$ cat config.mk
export PLATFORM = sky130hd
export DESIGN_NAME = rr_arbiter_4
export DESIGN_NICKNAME = d
export VERILOG_FILES = /design/src/rtl/rr_arbiter_4.sv
export SDC_FILE = /design/constraint.sdc
export NUM_CORES = 1
export LEC_CHECK = 0
export ABC_AREA = 1
export CORE_UTILIZATION = 35
export CTS_CLUSTER_SIZE = 20
export DETAILED_ROUTE_END_ITERATION = 7
export PLACE_DENSITY = 0.66
export SYNTH_ARGS = -nofsm -noshare
export SYNTH_HDL_FRONTEND = slang
export SYNTH_SLANG_ARGS = --single-unit
$ cat constraint.sdc
create_clock -name clk -period 2.1 [get_ports clk]
set_clock_uncertainty 0.05 [all_clocks]
set_input_delay 0.315 -clock clk [delete_from_list [all_inputs] [get_ports clk]]
set_output_delay 0.315 -clock clk [all_outputs]
set_load 0.01 [all_outputs]
$ cat src/rtl/rr_arbiter_4.sv
// Four-way round-robin arbiter with registered one-hot grant and binary index.
// Define RR_ARB_TIMEOUT_EN to compile in the MAX_HOLD grant-timeout counter.
module rr_arbiter_4 #(
  parameter int MAX_HOLD = 8
) (
  input  logic       clk,
  input  logic       rst,
  input  logic [3:0] req,
  output logic [3:0] gnt,
  output logic [1:0] gnt_idx,
  output logic       gnt_valid,
  output logic       tout
);

  typedef enum logic {
    IDLE  = 1'b0,
    GRANT = 1'b1
  } state_t;

  if (MAX_HOLD < 2 || MAX_HOLD > 15) begin : g_bad_max_hold
    $error("rr_arbiter_4: MAX_HOLD must be in 2..15");
  end

  state_t     state, state_next;
  logic [1:0] ptr, ptr_next;
  logic [1:0] idx_next;
  logic       tout_next;
  logic [3:0] gnt_next;
  logic       valid_next;

  // Returns {found, index} of the first set bit of r searching from p upward, wrapping 3 -> 0.
  function automatic logic [2:0] pick(input logic [3:0] r, input logic [1:0] p);
    logic [1:0] cand;
    logic       found;
    logic [1:0] win;
    found = 1'b0;
    win   = 2'd0;
    for (int i = 0; i < 4; i++) begin
      cand = p + 2'(i);
      if (!found && r[cand]) begin
        found = 1'b1;
        win   = cand;
      end
    end
    return {found, win};
  endfunction

  logic [2:0] pick_any;
  assign pick_any = pick(req, ptr);

`ifdef RR_ARB_TIMEOUT_EN
  logic [3:0] hold_cnt, hold_cnt_next;
  logic [3:0] others;
  logic [2:0] pick_other;

  assign others     = req & ~(4'b0001 << gnt_idx);
  assign pick_other = pick(others, ptr);
`endif

  // State register; outputs are registered alongside it.
  // NOTE: sequential state uses non-blocking assignments so every flop samples pre-edge values.
  always_ff @(posedge clk or posedge rst) begin
    if (rst) begin
      state     <= IDLE;
      ptr       <= 2'd0;
      gnt       <= 4'b0000;
      gnt_idx   <= 2'd0;
      gnt_valid <= 1'b0;
      tout      <= 1'b0;
    end else begin
      state     <= state_next;
      ptr       <= ptr_next;
      gnt       <= gnt_next;
      gnt_idx   <= idx_next;
      gnt_valid <= valid_next;
      tout      <= tout_next;
    end
  end

`ifdef RR_ARB_TIMEOUT_EN
  always_ff @(posedge clk or posedge rst) begin
    if (rst) hold_cnt <= 4'd0;
    else     hold_cnt <= hold_cnt_next;
  end
`endif

  // Next-state logic.
  always_comb begin
    // NOTE: every combinational output gets a default first so no path infers a latch.
    state_next = state;
    ptr_next   = ptr;
    idx_next   = gnt_idx;
    tout_next  = 1'b0;
`ifdef RR_ARB_TIMEOUT_EN
    hold_cnt_next = 4'd0;
`endif
    unique case (state)
      IDLE: begin
        idx_next = 2'd0;
        if (pick_any[2]) begin
          state_next = GRANT;
          idx_next   = pick_any[1:0];
          ptr_next   = pick_any[1:0] + 2'd1;
        end
      end
      GRANT: begin
        if (!req[gnt_idx]) begin
          // Holder released: hand over without an idle cycle if anyone is waiting.
          if (pick_any[2]) begin
            idx_next = pick_any[1:0];
            ptr_next = pick_any[1:0] + 2'd1;
          end else begin
            state_next = IDLE;
            idx_next   = 2'd0;
          end
        end else begin
`ifdef RR_ARB_TIMEOUT_EN
          if (hold_cnt == 4'(MAX_HOLD - 1)) begin
            // Expiry: revoke only when someone else wants the resource; else restart the count.
            if (pick_other[2]) begin
              idx_next  = pick_other[1:0];
              ptr_next  = pick_other[1:0] + 2'd1;
              tout_next = 1'b1;
            end
          end else begin
            hold_cnt_next = hold_cnt + 4'd1;
          end
`endif
        end
      end
      default: begin
        state_next = IDLE;
        idx_next   = 2'd0;
      end
    endcase
  end

  // Output decode of the next registered values.
  always_comb begin
    valid_next = (state_next == GRANT);
    gnt_next   = valid_next ? (4'b0001 << idx_next) : 4'b0000;
  end

endmodule

==> results.sh <==
export IMPL_status="finished clean"
export IMPL_grt_pass1_vias=632
export IMPL_die_y_microns=48.3
export IMPL_critical_path_reg2reg_endpoint="gnt[1]"
export IMPL_areaGrowthSynthToFinish_pct=22.5
export IMPL_hold_path_class="input pin to asynchronous set/reset pin"
export IMPL_drv_cap=0
export IMPL_wl_microns=1450
export IMPL_peakVddDrop_v=0.000963
export IMPL_fill_cells=205
export IMPL_fin_util=0.463
export IMPL_grt_pass1_wl_microns=2500
export IMPL_critPathLaunchType="input pin"
export IMPL_finalPower_w=0.00172
export IMPL_fin_nets=134
export IMPL_design_core_area_sq_mm=0.00198
export IMPL_syn_area_sq_um=749
export IMPL_tritoncts_num_sinks=9
export IMPL_max_freq_ghz=0.588
export IMPL_antenna_found_initial=0
export IMPL_wl_per_cell_microns=9.38
export IMPL_die_area_sq_mm=0.00233
export IMPL_overflow=0
export IMPL_clkTransAtPathRegs_ps=60
export IMPL_dp_hpwl_microns=1200
export IMPL_post_cts_buffers=0
export IMPL_synth_cell_type_count=21
export IMPL_crit_chain="clkdlybuf4s50_1, inv_1, nand2_1, nand3_1, nand2_2, nor2_4, nand3_1, nand3_2, nand3_2, nand2_1, nor2_1"
export IMPL_die_x_microns=48.3
export IMPL_htreeDepth=1
export IMPL_ant_nets=0
export IMPL_slowest_delay_ps=440
export IMPL_num_vias=682
export IMPL_ys_ff_latch=9
export IMPL_yosys_warnings=0
export IMPL_yosysTopAreaCellShare=0.301
export IMPL_grt_max_degree=11
export IMPL_r2r_cells=11
export IMPL_finalSetupViolCount=0
export IMPL_cts_tree="built"
export IMPL_critPathSlowestCell="clkdlybuf4s50_1"
export IMPL_fin_setup_tns_ps=0
export IMPL_cts_resized=0
export IMPL_via_per_inst=4.43
export IMPL_cts_buffers=3
export IMPL_seq_area_frac_synth=0.301
export IMPL_crit_start="req[3]"
export IMPL_drc=0
export IMPL_slew_viol_final=0
export IMPL_portBuffers=12
export IMPL_cts_hold_buf=0
export IMPL_finalCriticalPeriod_ps=1700
export IMPL_cts_max_path_buffers=2
export IMPL_antennaDiodeCount=0
export IMPL_crit_type="input pin to flip-flop"
export IMPL_p_leak_nw=0.507
export IMPL_layout_drive_gt1_share=0.236
export IMPL_syn_area_per_cell_sq_um=6.69
export IMPL_firstDrtPassIters=4
export IMPL_hold_viol=0
export IMPL_start_util=0.378
export IMPL_core_rowCount=16
export IMPL_power_density_mw_per_mm2=1870
export IMPL_rr_startpoint="ptr[0]"
export IMPL_synth_top_area_cell="dfrtp_1"
export IMPL_finalCritPeriodShare=0.810
export IMPL_worst_setup_path_end_kind="flip-flop"
export IMPL_cts_root_buf="clkbuf_4"
export IMPL_synth_area_leaders="dfrtp_1 (30%), nand2_1 (20%), nand2_2 (7.5%)"
export IMPL_gp_congestion=0.838
export IMPL_rsz0062_at_grt="no"
export IMPL_synthCells=112
export IMPL_critPathRequiredTime_ps=2190
export IMPL_cp_max_fo=4
export IMPL_io_pins=14
export IMPL_arrival_ps=1790
export IMPL_drtIter0Drc=20
export IMPL_clock_latency_ps=250
export IMPL_grt_usage=0.157
export IMPL_rrSetupSlack_ps=400
export IMPL_synth_fp_nets=118
## state kept, by name (all words and copies together) (netlist names)
register	count
state	1
gnt	4
ptr	2
gnt_idx	2
## per-stage QoR
| stage | instances | hold WS [ps] | setup WS (ps) | cell area [sq um] |
|---|---|---|---|---|
| 4_1_cts | 154 | 264 | 394 | 918 |
| 3_3_place_gp | 150 | 541 | 143 | 892 |
| 5_1_grt | 154 | 320 | 228 | 918 |
| 6_report | 154 | 258 | 399 | 918 |
| 3_5_place_dp | 150 | 543 | 149 | 892 |
| 2_1_floorplan | 112 | 92.9 | 598 | 749 |
## report_power, final
group	leakage (nW)	internal (W)	switching, W	total, W
sequential	0.109	0.000260	0.0000602	0.000320
combinational	0.384	0.000472	0.000797	0.00127
clock	0.0150	0.0000729	0.0000561	0.000129
total	0.507	0.000805	0.000914	0.00172
## worst max path at each step
stage / slack [ps] / end / cells past startpoint
6_report: 400 / gnt[1] / 11
5_1_grt: 230 / gnt[3] / 12
3_5_place_dp: 150 / gnt[1] / 11
2_1_floorplan: 600 / gnt[1] / 11
4_1_cts: 390 / gnt[0] / 11
3_3_place_gp: 140 / gnt[1] / 11
## cell usage after synthesis
library cell  instances
inv_1                13
nand2_4               4
nand3_1               9
a21oi_2               1
nand3_2               2
nand3_4               1
buf_4                 1
inv_8                 1
nor2_1                6
nor2_2                2
nand2_2               9
a21oi_1               3
o21ai_0               2
nand2_1              39
o211ai_1              1
nor2_4                1
inv_2                 5
dfrtp_1               9
o21ai_1               1
buf_6                 1
conb_1                1
## cell type report
class | instances | area (sq um) | share of cell area
well taps | 27 | 33.8 | 0.0368
flip-flops and latches | 9 | 225 | 0.245
multi-input cells | 82 | 427 | 0.465
repair buffers | 13 | 128 | 0.139
inverters | 19 | 78.8 | 0.0858
clock buffers | 4 | 26.3 | 0.0286
## placed cells by master (no fill, tap or decap), types with 2 or more instances in the layout
| cell type | synthesis | layout |
|---|---|---|
| clkbuf_4 | 0 | 3 |
| dfrtp_1 | 9 | 9 |
| nand2_1 | 39 | 39 |
| inv_2 | 5 | 5 |
| nor2_1 | 6 | 6 |
| nand2_2 | 9 | 9 |
| inv_1 | 13 | 13 |
| nor2_2 | 2 | 2 |
| o21ai_0 | 2 | 2 |
| clkdlybuf4s50_1 | 0 | 12 |
| a21oi_1 | 3 | 3 |
| nand3_2 | 2 | 2 |
| nand3_1 | 9 | 9 |
| nand2_4 | 4 | 4 |
## critical path, delay by kind of cell
| kind | cells | cell delay [ps] |
|---|---|---|
| buf+inv | 2 | 550 |
| simple gates | 9 | 930 |
## routing by layer
metal	routed length [microns]	global-route usage
met1	715	0.204
met2	677	0.259
met3	34	0.0222
met4	18	0.0667
met5	0	0
## logic make-up after synthesis
family	after synthesis	synth area share
and+or+nand+nor	73	0.502
DFF	9	0.301
other	1	0.00500
buffers and inverters	21	0.130
AOI/OAI and AO/OA	8	0.0618
(Power assumes the default switching activity.)
==> edit (config.mk and constraints unchanged) <==
The option `RR_ARB_TIMEOUT_EN` is turned on by a define.
--- a/src/rtl/rr_arbiter_4.sv
+++ b/src/rtl/rr_arbiter_4.sv
@@ -1,5 +1,7 @@
 // Four-way round-robin arbiter with registered one-hot grant and binary index.
 // Define RR_ARB_TIMEOUT_EN to compile in the MAX_HOLD grant-timeout counter.
+`define RR_ARB_TIMEOUT_EN
+
 module rr_arbiter_4 #(
   parameter int MAX_HOLD = 8
 ) (
Function: changed (Yosys sat finds a counterexample within 10 cycles, from zero or initial values and one cycle with rst high).
==> edit against the unedited design <==
- design area increased by 60%
- hold slack better by 0.052 ns
- sequential cell count increased by 5
- setup slack got worse by 0.22 ns
- synthesized area up 52%
- count of clock-buffer cells in the layout did not move
- total power is 58% higher
- wire length grew 86%
==> edit: results <==
group,metric,value,unit
outcome,status,"finished clean",
logic_synthesis,synth-main-ff-cell,"dfrtp_1",
pwr,p_seq,504,uW
global_routing,grt_pass1_vias,1007,
place,io_buffers,13,
global_routing,grt_pass1_wl,4320,um
global_routing,grt_max_degree,15,
logic_synthesis,synthTopCellsByCount,"nand2_1, nand3_1, nor2_1",
worst_setup_path,r2r_setup_slack,0.18,ns
clock_tree,path_clk_slew,0.08,ns
sta,worst_hold_slack,0.310,ns
pwr,p_sw_frac,0.514,
clock_tree,clkLatencyLatePin,0.28,ns
logic_synthesis,synth-xor-area-share,0.00771,
place,dpl.hpwl,2160,um
clock_tree,cts_buffer_depth,2,
cells_and_area,n_fill_cell,329,
pwr,power.group.top,"combinational cells",
logic_synthesis,ys_seq_area_frac,0.308,
pwr,peakVddDrop,0.799,mV
place,place_ws,-0.0742,ns
worst_setup_path,cp.arrival,2.05,ns
sta,post-route-period-util,0.915,
global_routing,grt_usage,0.161,
detailed_routing,vias,1180,
pwr,p_comb,2010,uW
worst_setup_path,slowest_delay,0.49,ns
pwr,power,2710,uW
worst_setup_path,critPathSlowestCell,"dfrtp_2",
logic_synthesis,synth_nets,188,
logic_synthesis,synth_area_leaders,"dfrtp_1, nand2_1, nand3_1",
worst_hold_path,hp-class,"input pin to asynchronous set/reset pin",
cells_and_area,top_regs,"gnt: 4 flops, hold_cnt: 4 flops",
detailed_routing,drt_wl_total,2690,um
pwr,power_leakage,0.000806,uW
logic_synthesis,synth_fa_ha_area_frac,0.0110,
place,gp_congestion,0.879,
worst_setup_path,worstPathMaxFanout,10,
logic_synthesis,synth.distinct_cells,19,
detailed_routing,drt-initial-drc-count,33,
cells_and_area,nNetsFinal,219,
logic_synthesis,synth_compound_area_frac,0.0540,
[edit: changes by cell type in the layout (fill, tap and decap cells not counted), sizes merged, moves of 2 or more]
cell	delta
nand2	+23
nand4	+6
o21ai	+2
dfrtp	+5
buf	+14
nor2	+10
nand3	+19
[edit: final timing paths]
| kind | from | end | cells after the start |
|---|---|---|---|
| setup reg to reg | ptr[0] | gnt[1] | 12 |
| min in group clk | hold_cnt[0] | hold_cnt[0] | 1 |
| max in group asynchronous | rst | ptr[0] | 2 |
| setup / recovery | ptr[0] | gnt[1] | 12 |
| hold / removal | rst | state | 2 |
| hold reg to reg | hold_cnt[0] | hold_cnt[0] | 1 |
[edit: timing repair]
item / in CTS / in global routing
buffers inserted: 0 / 1
gates resized for setup: 0 / 5
setup endpoints to repair: 0 / 8
[edit: metal layers]
metal  share of wire  global-route usage  up-vias
met1            0.50               0.227      523
met3           0.022              0.0262        2
met5               0                   0        -
met4          0.0063              0.0306        0
met2            0.47               0.261       13
li1                -                   -      642
[edit: layout make-up]
cell class                 instances  area share
clock buffer                       4      0.0247
timing repair buffer              28       0.165
tap                               44      0.0375
inverter                          20      0.0529
multi-input combinational        145       0.478
sequential                        14       0.241
[edit: kinds of logic (layout without fill, tap and decap cells)]
| family | Yosys count | count (layout) |
|---|---|---|
| AO/OA/AOI/OAI | 11 | 11 |
| XOR/XNOR | 1 | 1 |
| adder cells (fa/ha/maj) | 1 | 1 |
| buffers and inverters | 22 | 52 |
| flip-flops | 14 | 14 |
| AND/OR/NAND/NOR | 132 | 132 |
[edit: stage by stage]
step                utilization  cell area, um^2  cells
floorplan                     -             1140    181
global placement          0.459             1410    250
detailed placement        0.459             1410    250
CTS                       0.471             1450    254
global route              0.477             1470    255
finish                    0.477             1470    255
